===== src/rtl/ad1868_rx_sequencer.sv =====
// AD1868-format serial audio receiver. It oversamples CK/DL/DR/LL/LR with the
// system clock and shifts each channel on CK rise. Each word is committed on
// the falling edge of its latch strobe, and completed left/right pairs are
// delivered on a valid/ready handshake.
module ad1868_rx_sequencer #(
    parameter int unsigned WIDTH       = 18,
    parameter int unsigned SYNC_STAGES = 2
) (
    input  logic             i_clk,
    input  logic             i_rst,
    input  logic             i_ck,
    input  logic             i_dl,
    input  logic             i_dr,
    input  logic             i_ll,
    input  logic             i_lr,
    input  logic             i_ready,
    input  logic             i_clr,
    output logic             o_valid,
    output logic [WIDTH-1:0] o_left,
    output logic [WIDTH-1:0] o_right,
    output logic             o_overrun,
    output logic             o_len_err
);

    localparam int unsigned NIN = 5;
    localparam int unsigned CW  = $clog2(WIDTH + 2);
    localparam int unsigned CK  = 0;
    localparam int unsigned DL  = 1;
    localparam int unsigned DR  = 2;
    localparam int unsigned LL  = 3;
    localparam int unsigned LR  = 4;

    logic [SYNC_STAGES-1:0][NIN-1:0] sync_q;
    logic [NIN-1:0]                  hist_q;
    logic [NIN-1:0]                  pins;
    logic [NIN-1:0]                  s_last;

    logic [WIDTH-1:0] l_sr_q, l_sr_d, r_sr_q, r_sr_d;
    logic [CW-1:0]    l_cnt_q, l_cnt_d, r_cnt_q, r_cnt_d;
    logic [WIDTH-1:0] l_hold_q, l_hold_d, r_hold_q, r_hold_d;
    logic             l_got_q, l_got_d, r_got_q, r_got_d;
    logic             valid_q, valid_d;
    logic [WIDTH-1:0] left_q, left_d, right_q, right_d;
    logic             ovr_q, ovr_d, len_q, len_d;

    // Post-shift views used by the latch commit and length check
    logic [WIDTH-1:0] l_sr_sh, r_sr_sh;
    logic [CW-1:0]    l_cnt_sh, r_cnt_sh;
    logic             ck_rise, ll_fall, lr_fall;
    logic             buf_free, xfer, ovr_set, len_set;

    assign pins   = {i_lr, i_ll, i_dr, i_dl, i_ck};
    assign s_last = sync_q[SYNC_STAGES-1];

    // Synchronizer chain plus one history stage for edge detection
    always_ff @(posedge i_clk) begin
        if (i_rst) begin
            sync_q <= '0;
            hist_q <= '0;
        end else begin
            sync_q <= {sync_q[SYNC_STAGES-2:0], pins};
            hist_q <= s_last;
        end
    end

    // Shift, latch commit, pairing and sticky-flag next-state logic
    always_comb begin
        l_sr_d   = l_sr_q;
        r_sr_d   = r_sr_q;
        l_cnt_d  = l_cnt_q;
        r_cnt_d  = r_cnt_q;
        l_hold_d = l_hold_q;
        r_hold_d = r_hold_q;
        l_got_d  = l_got_q;
        r_got_d  = r_got_q;
        valid_d  = valid_q;
        left_d   = left_q;
        right_d  = right_q;
        ovr_set  = 1'b0;
        len_set  = 1'b0;

        ck_rise = s_last[CK] & ~hist_q[CK];
        ll_fall = ~s_last[LL] & hist_q[LL];
        lr_fall = ~s_last[LR] & hist_q[LR];

        l_sr_sh  = l_sr_q;
        r_sr_sh  = r_sr_q;
        l_cnt_sh = l_cnt_q;
        r_cnt_sh = r_cnt_q;
        if (ck_rise) begin
            l_sr_sh  = {l_sr_q[WIDTH-2:0], s_last[DL]};
            r_sr_sh  = {r_sr_q[WIDTH-2:0], s_last[DR]};
            l_cnt_sh = (l_cnt_q == CW'(WIDTH + 1)) ? l_cnt_q : l_cnt_q + CW'(1);
            r_cnt_sh = (r_cnt_q == CW'(WIDTH + 1)) ? r_cnt_q : r_cnt_q + CW'(1);
        end
        l_sr_d  = l_sr_sh;
        r_sr_d  = r_sr_sh;
        l_cnt_d = l_cnt_sh;
        r_cnt_d = r_cnt_sh;

        buf_free = ~valid_q | i_ready;
        xfer     = l_got_q & r_got_q & buf_free;

        if (xfer) begin
            valid_d = 1'b1;
            left_d  = l_hold_q;
            right_d = r_hold_q;
            l_got_d = 1'b0;
            r_got_d = 1'b0;
        end else if (i_ready) begin
            valid_d = 1'b0;
        end

        if (ll_fall) begin
            l_hold_d = l_sr_sh;
            l_got_d  = 1'b1;
            l_cnt_d  = '0;
            if (l_cnt_sh != CW'(WIDTH)) len_set = 1'b1;
            if (l_got_q & ~xfer)        ovr_set = 1'b1;
        end

        if (lr_fall) begin
            r_hold_d = r_sr_sh;
            r_got_d  = 1'b1;
            r_cnt_d  = '0;
            if (r_cnt_sh != CW'(WIDTH)) len_set = 1'b1;
            if (r_got_q & ~xfer)        ovr_set = 1'b1;
        end

        ovr_d = (ovr_q & ~i_clr) | ovr_set;
        len_d = (len_q & ~i_clr) | len_set;
    end

    // Datapath and output registers
    always_ff @(posedge i_clk) begin
        if (i_rst) begin
            l_sr_q   <= '0;
            r_sr_q   <= '0;
            l_cnt_q  <= '0;
            r_cnt_q  <= '0;
            l_hold_q <= '0;
            r_hold_q <= '0;
            l_got_q  <= 1'b0;
            r_got_q  <= 1'b0;
            valid_q  <= 1'b0;
            left_q   <= '0;
            right_q  <= '0;
            ovr_q    <= 1'b0;
            len_q    <= 1'b0;
        end else begin
            l_sr_q   <= l_sr_d;
            r_sr_q   <= r_sr_d;
            l_cnt_q  <= l_cnt_d;
            r_cnt_q  <= r_cnt_d;
            l_hold_q <= l_hold_d;
            r_hold_q <= r_hold_d;
            l_got_q  <= l_got_d;
            r_got_q  <= r_got_d;
            valid_q  <= valid_d;
            left_q   <= left_d;
            right_q  <= right_d;
            ovr_q    <= ovr_d;
            len_q    <= len_d;
        end
    end

    assign o_valid   = valid_q;
    assign o_left    = left_q;
    assign o_right   = right_q;
    assign o_overrun = ovr_q;
    assign o_len_err = len_q;

endmodule


===== config.mk =====
export PLATFORM = sky130hd
export DESIGN_NAME = ad1868_rx_sequencer
export DESIGN_NICKNAME = d
export VERILOG_FILES = /design/src/rtl/ad1868_rx_sequencer.sv
export SDC_FILE = /design/constraint.sdc
export NUM_CORES = 1
export LEC_CHECK = 0
export BUFFER_PORTS_ARGS = -buffer_cell sky130_fd_sc_hd__buf_2
export CORE_MARGIN = 4
export CORE_UTILIZATION = 57
export DETAILED_ROUTE_END_ITERATION = 7
export HOLD_SLACK_MARGIN = 0.03
export PLACE_DENSITY = 0.81
export SETUP_SLACK_MARGIN = 0.15
export SYNTH_ARGS = -nofsm -noshare
export SYNTH_HDL_FRONTEND = slang
export SYNTH_SLANG_ARGS = --single-unit

===== constraint.sdc =====
create_clock -name i_clk -period 1.6 [get_ports i_clk]
set_input_delay 0.16 -clock i_clk [delete_from_list [all_inputs] [get_ports i_clk]]
set_output_delay 0.16 -clock i_clk [all_outputs]
set_load 0.05 [all_outputs]

==> Yosys cells after proc, flatten, opt, wreduce, memory -nomap -nowiden <==
Index checks and enable logic that the tools add are counted.
W data, S select, Z words.
{ "op_classes": {"n_addsub": 2, "n_eq_ne": 4, "muxes": 19, "bitwise_logic": 18, "n_reduce_logical": 5} }
{ "op_table": {"columns": ["op", "n"], "rows": [
  ["$mux W18", 2],
  ["$mux W5", 4],
  ["$mux W1", 13],
  ["$add A5 B1 Y5 const B", 2],
  ["$eq A5 B5 Y1 const B", 2],
  ["$ne A5 B5 Y1 const B", 2],
  ["$and A1 B1 Y1", 9],
  ["$not A1 Y1", 6],
  ["$reduce_bool A2 Y1", 3],
  ["$reduce_or A2 Y1", 2],
  ["$or A1 B1 Y1", 3]
]} }
{ "totals": {"reg_bits": 138, "out_inout_bits": 39, "wordCells": 64} }

==> Longest topological paths before layout <==
Gate-level depths: netlist of run 1.
{ "logic_depth": {"word_depth": 10, "mapped_depth": 6, "ltp_nobuf": 6} }

==> Worst setup path before layout of run 1 <==
OpenSTA, ideal clock, no wires.
{ "synth_path": {"kind": "reg-to-reg", "from": "register r_cnt_q[0]", "to": "register len_q, in the netlist o_len_err", "setup_time_ps": 139, "arrival_ps": 1387, "path_slack_ps": 74, "path_stages_with_launch": 7, "path_buffers": 0, "period_less_slack_ps": 1526, "cell_sequence": "dfxtp_1 -> ha_1 -> nand3b_1 -> o41ai_1 -> a21oi_1 -> a31oi_1 -> a41oi_1"} }
{ "synth_between": {"elab_chain_cells": 7} }
{ "synth_lines": {"columns": ["element", "line_no", "rtl"], "rows": [
  ["from (decl)", "39", "logic [CW-1:0] l_cnt_q, l_cnt_d, r_cnt_q, r_cnt_d;"],
  ["from (signal assigned)", "154", "r_cnt_q <= r_cnt_d;"],
  ["$add A5 B1 Y5 / $eq A5 B5 Y1 (equally long branches)", "94", "r_cnt_sh = (r_cnt_q == CW'(WIDTH + 1)) ? r_cnt_q : r_cnt_q + CW'(1);"],
  ["$mux W5", "94", null],
  ["$mux W5 (*)", "90", "if (ck_rise) begin"],
  ["$ne A5 B5 Y1 (*)", "126", "if (r_cnt_sh != CW'(WIDTH)) len_set = 1'b1;"],
  ["$mux W1 (*)", "126", null],
  ["$mux W1 (*)", "122", "if (lr_fall) begin"],
  ["$or A1 B1 Y1 (*)", "131", "len_d = (len_q & ~i_clr) | len_set;"],
  ["to (signal assigned)", "163", "len_q <= len_d;"],
  ["to (decl)", "44", "logic ovr_q, ovr_d, len_q, len_d;"]
]} }
Mark *: on every way between the ends. The rest lies on a longest branch, timed or not.
A chain may end at the register's enable or synchronous reset.

==> Worst setup path in the final report of run 1 <==
{ "layout_path": {"from": "register r_cnt_q[1]", "to": "register len_q, in the netlist o_len_err"} }
The elaborated chain is that of the path after synthesis.

==> flow_metrics.py, run 1 <==
metrics = {
    "logic_synthesis": {
        "yosys_warnings": 0,
        "synth_area_per_cell_um2": 9.11,
        "ys_types": 36,
        "syn-cell-area_mm2": 0.00465,
        "syn_nets": 521,
        "synth_cells": 510,
        "synth_seq_area_share": 0.586,
        "synth-seq-cells": 136,
    },
    "floorplanning": {
        "die_h_um": 98.3,
        "die-area_mm2": 0.00966,
        "start_util": 0.595,
        "num_io_pins": 48,
        "fp-row-count": 32,
        "die_x_um": 98.3,
        "core-area_mm2": 0.00781,
    },
    "place": {
        "dp_hpwl_mm": 6.12,
        "io_buffer_count": 47,
        "place.gp.congestion": 0.811,
        "dpl_cell_area_mm2": 0.00503,
    },
    "timing": {
        "maxSlewViolCount": 0,
        "max_freq_mhz": 701,
        "period_minus_slack_ns": 1.43,
        "fin_skew_ns": 0.00495,
        "setup_viol": 0,
        "setup_tns_ns": 0,
        "min_period_over_period": 0.891,
        "timing.slew.headroom": 0.796,
        "rsz0062_at_grt": "true",
        "worst_pin_slew_ns": 0.304,
        "hold_viol": 0,
        "holdWs_ns": 0.400,
    },
    "min_path": {
        "min_to": "sync_q[4]",
        "hold_class": "primary input to register",
        "hold_depth": 3,
        "worstHoldStart": "i_lr",
    },
    "grt": {
        "grt_pass1_vias": 3698,
        "grt_max_degree": 28,
        "grtUsageTotal": 0.218,
        "grt_pass1_wl_mm": 17.0,
        "busiest_layer": "met2",
        "grt_overflow_total": 0,
        "antenna_found_initial": 0,
        "met3_usage": 0.0643,
        "met2_usage": 0.371,
        "met1_usage": 0.260,
    },
    "drt": {
        "drc": 0,
        "vias": 3781,
        "ant_nets": 0,
        "first_pass_iters": 4,
        "post_drt_wl_per_cell_um": 14.9,
        "drt-initial-drc-count": 210,
        "viasPerCell": 5.49,
        "wl_mm": 10.3,
    },
    "cts": {
        "cts.clk_slew.worst_paths_ns": 0.06,
        "cts_buffers": 17,
        "root_buffer": "clkbuf_8",
        "cts.htree.levels": 4,
        "cts_tree": "built",
        "clockBufferDepth": 2,
        "cts.sinks": 136,
        "clk_latency_ns": 0.51,
    },
    "worst_setup_path": {
        "crit_path_start_kind": "register",
        "rr_startpoint": "r_cnt_q[1]",
        "worst_setup_path_end_kind": "register",
        "crit_required_ns": 1.98,
        "path_class": "register to register",
        "r2r_cells": 6,
        "crit_fanout": 5,
        "reg2reg_to": "o_len_err",
        "regToRegSetupSlack_ns": 0.17,
        "critPathArrivalTime_ns": 1.80,
    },
    "final_layout": {
        "final_area_mm2": 0.00579,
        "final_core_util": 0.742,
        "most-common-layout-cells": "150 x nand2_1, 131 x dfxtp_1, 81 x a21oi_1",
        "final_common_cell": "nand2_1",
        "num_antenna_cells": 0,
        "drive_gt1_frac": 0.208,
        "area_growth_pct": 24.7,
        "fillers": 541,
        "fin_nets": 585,
    },
    "run_status": {
        "status": "completed",
    },
    "job": {
        "drv_cap": 0,
    },
    "pwr": {
        "p_per_area_mw_per_mm2": 1290,
        "peakVddDrop_v": 0.000755,
        "p_leak_nw": 2.40,
    },
}
## through the flow
stage | setup WS, ns | std cells | total power, mW
6_report | 0.174 | 689 | 7.49
5_1_grt | 0.100 | 689 | 7.72
4_1_cts | 0.155 | 688 | 7.52
3_5_place_dp | 0.0856 | 646 | 3.75
3_3_place_gp | 0.149 | 646 | 3.75
2_1_floorplan | 0.160 | 510 | 3.69
## worst max-delay path, cell delays in order, from the launching register on
cell	delay [ns]
dfxtp_2	0.37
ha_4	0.16
nand3b_1	0.17
o41ai_2	0.25
a21oi_1	0.08
a31oi_1	0.15
a41oi_1	0.11
## kinds of logic (layout without fill, tap and decap cells)
group | count (synthesis) | count (layout) | synth area share
buffers and inverters | 37 | 114 | 0.0361
flip-flops | 136 | 136 | 0.586
adder cells (fa/ha/maj) | 2 | 2 | 0.00539
multiplexers | 1 | 1 | 0.00215
AO/OA/AOI/OAI | 129 | 129 | 0.177
AND/OR/NAND/NOR | 200 | 200 | 0.184
XOR/XNOR | 5 | 5 | 0.00943
## registers in the layout, summed over array words and instances, names as in the netlist
register,flops
l_hold_q,18
l_sr_q,18
o_left,18
o_right,18
r_hold_q,18
r_sr_q,18
l_cnt_q,5
r_cnt_q,5
s_last,5
sync_q,5
hist_q,3
l_got_q,1
o_len_err,1
o_overrun,1
o_valid,1
r_got_q,1
## worst max path at each step
stage | startpoint | end | slack [ns] | cells past startpoint
after floorplan | r_cnt_q[0] | o_len_err | 0.16 | 5
after global placement | r_cnt_q[1] | o_len_err | 0.15 | 6
after detailed placement | r_cnt_q[1] | o_len_err | 0.09 | 6
after CTS | l_cnt_q[1] | o_len_err | 0.15 | 5
after global routing | r_cnt_q[1] | o_len_err | 0.10 | 6
final | r_cnt_q[1] | o_len_err | 0.17 | 6
## repair_timing
item | CTS | global route
endpoints found under the setup margin | 1 | 53
buffers inserted | 2 | 1
hold buffers | 8 | 0
resized for setup | 5 | 12
hold endpoints to repair | 8 | 0
pin swaps | 0 | 1
## synthesized netlist by cell type, drive strengths merged
cell type  number  area (um2)
and2b           1        7.51
a21oi          82         410
xor2            3        26.3
a41oi           1        8.76
ha              2        25.0
nand4           1        6.26
nor2b          18         120
buf            18        96.3
or2             2        12.5
o311ai          1        8.76
nand2         150         563
or3             2        12.5
and2            1        6.26
nor2           12        45.0
nand3b          2        15.0
o21ai           3        15.0
mux2i           1        10.0
a31oi           3        40.0
nor3            2        10.0
nand3           5        25.0
dfxtp         136        2720
o22a           36         315
nand2b          3        21.3
a32oi           1        8.76
xnor2           2        17.5
o211ai          1        7.51
o41ai           1        8.76
or3b            1        8.76
inv             3        11.3
clkbuf         16        60.1
## final cells by class
class                   instances  area, um2  area share
clock inverters                11        120      0.0207
well taps                     102        128      0.0220
multi-input cells             337       1820       0.314
repair buffers                 79        519      0.0896
flip-flops and latches        136       2730       0.471
inverters                       3       11.3     0.00194
clock buffers                  21        469      0.0810
## report_power, final
group / internal, mW / switching (mW) / leakage (nW)
Sequential: 3.44 / 0.0303 / 1.10
Combinational: 0.102 / 0.143 / 1.02
Clock: 2.38 / 1.40 / 0.286
## layer usage
layer / routed length (um) / part of all wire
met4: 127 / 0.012
met1: 4500 / 0.44
met2: 5110 / 0.50
met5: 0 / 0
met3: 535 / 0.052
Note: power is estimated with default switching activity, not from simulation.
==> run 2: changes to the inputs <==
Settings changed: GPL_TIMING_DRIVEN set to 0.
==> flow_metrics.py, run 2 (synthesis results as in run 1) <==
metrics = {
    "run_status": {
        "status": "completed",
    },
    "timing": {
        "fin_skew_ns": 0.00611,
        "maxSlewViolCount": 0,
        "worst_pin_slew_ns": 0.634,
        "hold_viol": 0,
        "min_period_over_period": 0.932,
        "setup_tns_ns": 0,
        "setup_slack_ns": 0.109,
        "timing.slew.headroom": 0.577,
        "setup_viol": 0,
        "period_minus_slack_ns": 1.49,
        "holdWs_ns": 0.0547,
        "rsz0062_at_grt": "true",
        "max_freq_mhz": 671,
    },
    "final_layout": {
        "most-common-layout-cells": "150 x nand2_1, 130 x dfxtp_1, 70 x a21oi_1",
        "final_common_cell": "nand2_1",
        "drive_gt1_frac": 0.235,
        "fin_nets": 599,
        "num_antenna_cells": 0,
        "final_core_util": 0.752,
        "area_growth_pct": 26.4,
        "fillers": 527,
    },
    "floorplanning": {
        "die_h_um": 98.3,
        "fp-row-count": 32,
        "num_io_pins": 48,
        "core-area_mm2": 0.00781,
        "die_x_um": 98.3,
        "die-area_mm2": 0.00966,
        "start_util": 0.595,
    },
    "place": {
        "place_ws_ns": -0.0299,
        "place.gp.congestion": 0.818,
        "dp_hpwl_mm": 6.31,
        "io_buffer_count": 47,
    },
    "pwr": {
        "peakVddDrop_v": 0.000814,
        "p_leak_nw": 2.43,
        "p_per_area_mw_per_mm2": 1290,
    },
    "cts": {
        "cts_buffers": 17,
        "root_buffer": "clkbuf_8",
        "cts_tree": "built",
        "cts.clk_slew.worst_paths_ns": 0.06,
        "cts.sinks": 136,
        "cts.htree.levels": 4,
        "clockBufferDepth": 2,
        "clk_latency_ns": 0.52,
    },
    "worst_setup_path": {
        "crit_required_ns": 1.98,
        "crit_fanout": 10,
        "critPathArrivalTime_ns": 1.87,
        "cp_slowest_stage_delay_ns": 0.37,
        "path_class": "register to register",
        "worst_setup_path_end_kind": "register",
        "crit_path_start_kind": "register",
        "r2r_cells": 5,
        "critPathSlowestCell": "dfxtp_2",
        "path_cells": "and2b_1, buf_4, nand4_1, o311ai_2, a41oi_1",
    },
    "drt": {
        "post_drt_wl_per_cell_um": 14.9,
        "drc": 0,
        "ant_nets": 0,
        "wl_mm": 10.5,
        "drt-initial-drc-count": 217,
        "first_pass_iters": 4,
        "viasPerCell": 5.40,
        "vias": 3797,
    },
    "grt": {
        "grt_pass1_wl_mm": 16.7,
        "grt_overflow_total": 0,
        "antenna_found_initial": 0,
        "grtUsageTotal": 0.218,
        "grt_pass1_vias": 3589,
        "grt_max_degree": 17,
    },
    "min_path": {
        "hold_depth": 3,
        "hold_class": "primary input to register",
    },
    "job": {
        "drv_cap": 0,
    },
}
run 2: critical path: cells and delay by family, from the launching register on:
kind                   cells  cell delay, ns
AOI/OAI and AO/OA          2            0.49
DFF                        1            0.37
buffers and inverters      1            0.18
and+or+nand+nor            2            0.31
run 2: final timing paths:
| kind | startpoint | endpoint | slack (ns) |
|---|---|---|---|
| hold / removal | i_ready | o_valid | 0.05 |
| hold reg to reg | sync_q[3] | s_last[3] | 0.44 |
| setup reg to reg | s_last[0] | o_len_err | 0.11 |
| setup / recovery | s_last[0] | o_len_err | 0.11 |
run 2: report_power, final:
part	internal, mW	switching, mW
clock	2.43	1.43
sequential	3.44	0.0308
combinational	0.0986	0.149
total	5.96	1.61
run 2: metrics by stage:
stage / cells / power [mW] / cell area, um2
global placement: 659 / 3.74 / 5010
global route: 703 / 7.81 / 5870
detailed placement: 659 / 3.75 / 5010
finish: 703 / 7.57 / 5870
CTS: 701 / 7.59 / 5770
floorplan: 510 / 3.69 / 4650
run 2: what timing repair did:
action	in CTS	in global routing
buffers inserted	4	2
hold buffers	6	0
setup endpoints to repair	33	60
hold endpoints to repair	6	0
pin swaps	4	4
resized for setup	21	36
run 2: final cells by class:
type | count | area [um2] | area share
repair buffers | 59 | 340 | 0.0579
well taps | 102 | 128 | 0.0217
clock inverters | 10 | 116 | 0.0198
inverters | 3 | 11.3 | 0.00192
clock buffers | 22 | 483 | 0.0822
plain buffers | 34 | 189 | 0.0322
flip-flops and latches | 136 | 2740 | 0.466
multi-input cells | 337 | 1870 | 0.319
run 2: routing by layer:
layer  share of wire  track usage  vias to the layer above
met4           0.020        0.104                        0
met3           0.054       0.0757                       20
li1                -            -                     1878
met2            0.48        0.346                      106
met1            0.44        0.265                     1793
met5               0            0                        -
==> run 3: changes to the inputs <==
Settings changed: REMOVE_ABC_BUFFERS set to 1, TNS_END_PERCENT set to 50.
==> flow_metrics.py, run 3 (synthesis results as in run 1) <==
metrics = {
    "timing": {
        "timing.slew.headroom": 0.343,
        "setup_slack_ns": -0.0440,
        "fin_skew_ns": 0.00506,
        "period_minus_slack_ns": 1.64,
        "min_period_over_period": 1.03,
        "setup_tns_ns": -0.0804,
        "max_freq_mhz": 608,
        "hold_viol": 0,
        "rsz0062_at_grt": "true",
        "maxSlewViolCount": 0,
        "setup_viol": 2,
        "worst_pin_slew_ns": 0.986,
        "holdWs_ns": 0.136,
    },
    "cts": {
        "cts.htree.levels": 4,
        "cts_tree": "built",
        "cts.clk_slew.worst_paths_ns": 0.06,
        "clockBufferDepth": 2,
        "cts.sinks": 136,
        "root_buffer": "clkbuf_8",
        "cts_buffers": 17,
        "clk_latency_ns": 0.53,
    },
    "final_layout": {
        "fin_nets": 578,
        "num_antenna_cells": 0,
        "fillers": 510,
        "drive_gt1_frac": 0.221,
        "final_area_mm2": 0.00582,
        "area_growth_pct": 25.3,
        "final_common_cell": "nand2_1",
        "multi_input_area_mm2": 0.00195,
        "seq_area_mm2": 0.00274,
        "instances_no_fill": 681,
        "most-common-layout-cells": "150 x nand2_1, 128 x dfxtp_1, 80 x a21oi_1",
    },
    "grt": {
        "grt_max_degree": 95,
        "grt_pass1_wl_mm": 18.5,
        "grtUsageTotal": 0.242,
        "grt_overflow_total": 0,
        "met2_usage": 0.392,
        "antenna_found_initial": 0,
        "met1_usage": 0.292,
        "met3_usage": 0.0771,
        "busiest_layer": "met2",
        "grt_pass1_vias": 3772,
    },
    "pwr": {
        "peakVddDrop_v": 0.000982,
        "total_power_mw": 7.28,
        "p_per_area_mw_per_mm2": 1250,
        "p_leak_nw": 2.37,
    },
    "worst_setup_path": {
        "path_cells": "ha_4, nand3b_1, buf_6, buf_6, or3_4, a21oi_2",
        "worst_setup_path_end_kind": "register",
        "cp_num_buf_inv": 2,
        "path_class": "register to register",
        "crit_required_ns": 2.05,
        "critPathArrivalTime_ns": 2.09,
        "crit_family": "simple AND/OR/NAND/NOR gates",
        "critPathSlowestCell": "or3_4",
        "crit_fanout": 6,
        "cp_slowest_stage_delay_ns": 0.39,
        "crit_path_start_kind": "register",
        "crit_path_frequent_cell": "buf_6",
    },
    "drt": {
        "first_pass_iters": 6,
        "drt-initial-drc-count": 351,
        "post_drt_wl_per_cell_um": 17.3,
        "viasPerCell": 5.68,
        "ant_nets": 0,
        "drc": 0,
        "wl_mm": 11.8,
        "vias": 3871,
    },
    "place": {
        "place.gp.congestion": 0.851,
        "dp_hpwl_mm": 5.26,
        "place_inst": 627,
        "io_buffer_count": 47,
        "dpl_cell_area_mm2": 0.00490,
    },
    "floorplanning": {
        "die_h_um": 98.3,
        "die_x_um": 98.3,
        "fp-row-count": 32,
        "num_io_pins": 48,
        "die-area_mm2": 0.00966,
        "start_util": 0.595,
        "core-area_mm2": 0.00781,
    },
    "run_status": {
        "violations": "negative setup slack",
        "status": "complete, but fails checks",
    },
    "job": {
        "drv_cap": 0,
    },
    "min_path": {
        "hold_class": "primary input to register",
    },
}
## run 3: path summary, 6_finish.rpt
check	from	to	slack [ns]	depth (start not counted)
worst max-delay path	r_cnt_q[0]	r_cnt_q[4]	-0.04	6
worst min-delay path	i_ready	o_valid	0.14	3
worst max register to register	r_cnt_q[0]	r_cnt_q[4]	-0.04	6
worst min register to register	sync_q[2]	s_last[2]	0.44	1
## run 3: through the flow
step | utilization | setup WS, ns
floorplan | - | -0.569
global placement | 0.621 | -1.52
detailed placement | 0.628 | -0.768
CTS | 0.732 | 0.0484
global route | 0.745 | -0.0885
finish | 0.745 | -0.0440
## run 3: layout make-up
| class | instances | area share |
|---|---|---|
| Clock buffer | 19 | 0.0759 |
| Clock inverter | 12 | 0.0176 |
| Inverter | 3 | 0.00194 |
| Multi-Input combinational cell | 342 | 0.336 |
| Sequential cell | 136 | 0.471 |
| Tap cell | 102 | 0.0219 |
| Timing Repair Buffer | 67 | 0.0759 |
## run 3: per-layer routing
metal | up-vias | wire [um]
met2 | 146 | 5800
li1 | 1837 | -
met4 | 0 | 415
met3 | 37 | 794
met5 | - | 0
met1 | 1851 | 4760
## run 3: power by group
part / leakage, nW / total [mW] / switching [mW] / internal (mW)
sequential: 1.10 / 3.48 / 0.0385 / 3.44
combinational: 1.00 / 0.237 / 0.144 / 0.0931
clock: 0.262 / 3.56 / 1.44 / 2.12
## run 3: timing repair
action / 4_1_cts / 5_1_grt
resized for setup: 20 / 23
hold buffers: 6 / 0
buffers inserted: 9 / 3
hold endpoints to repair: 7 / 0
setup endpoints to repair: 120 / 83
pin swaps: 1 / 9
cloned: 5 / 0
## run 3: worst min-delay path, stage by stage
cell and delay (ns):
buf_2 0.07, nand2b_2 0.25, a21oi_1 0.11
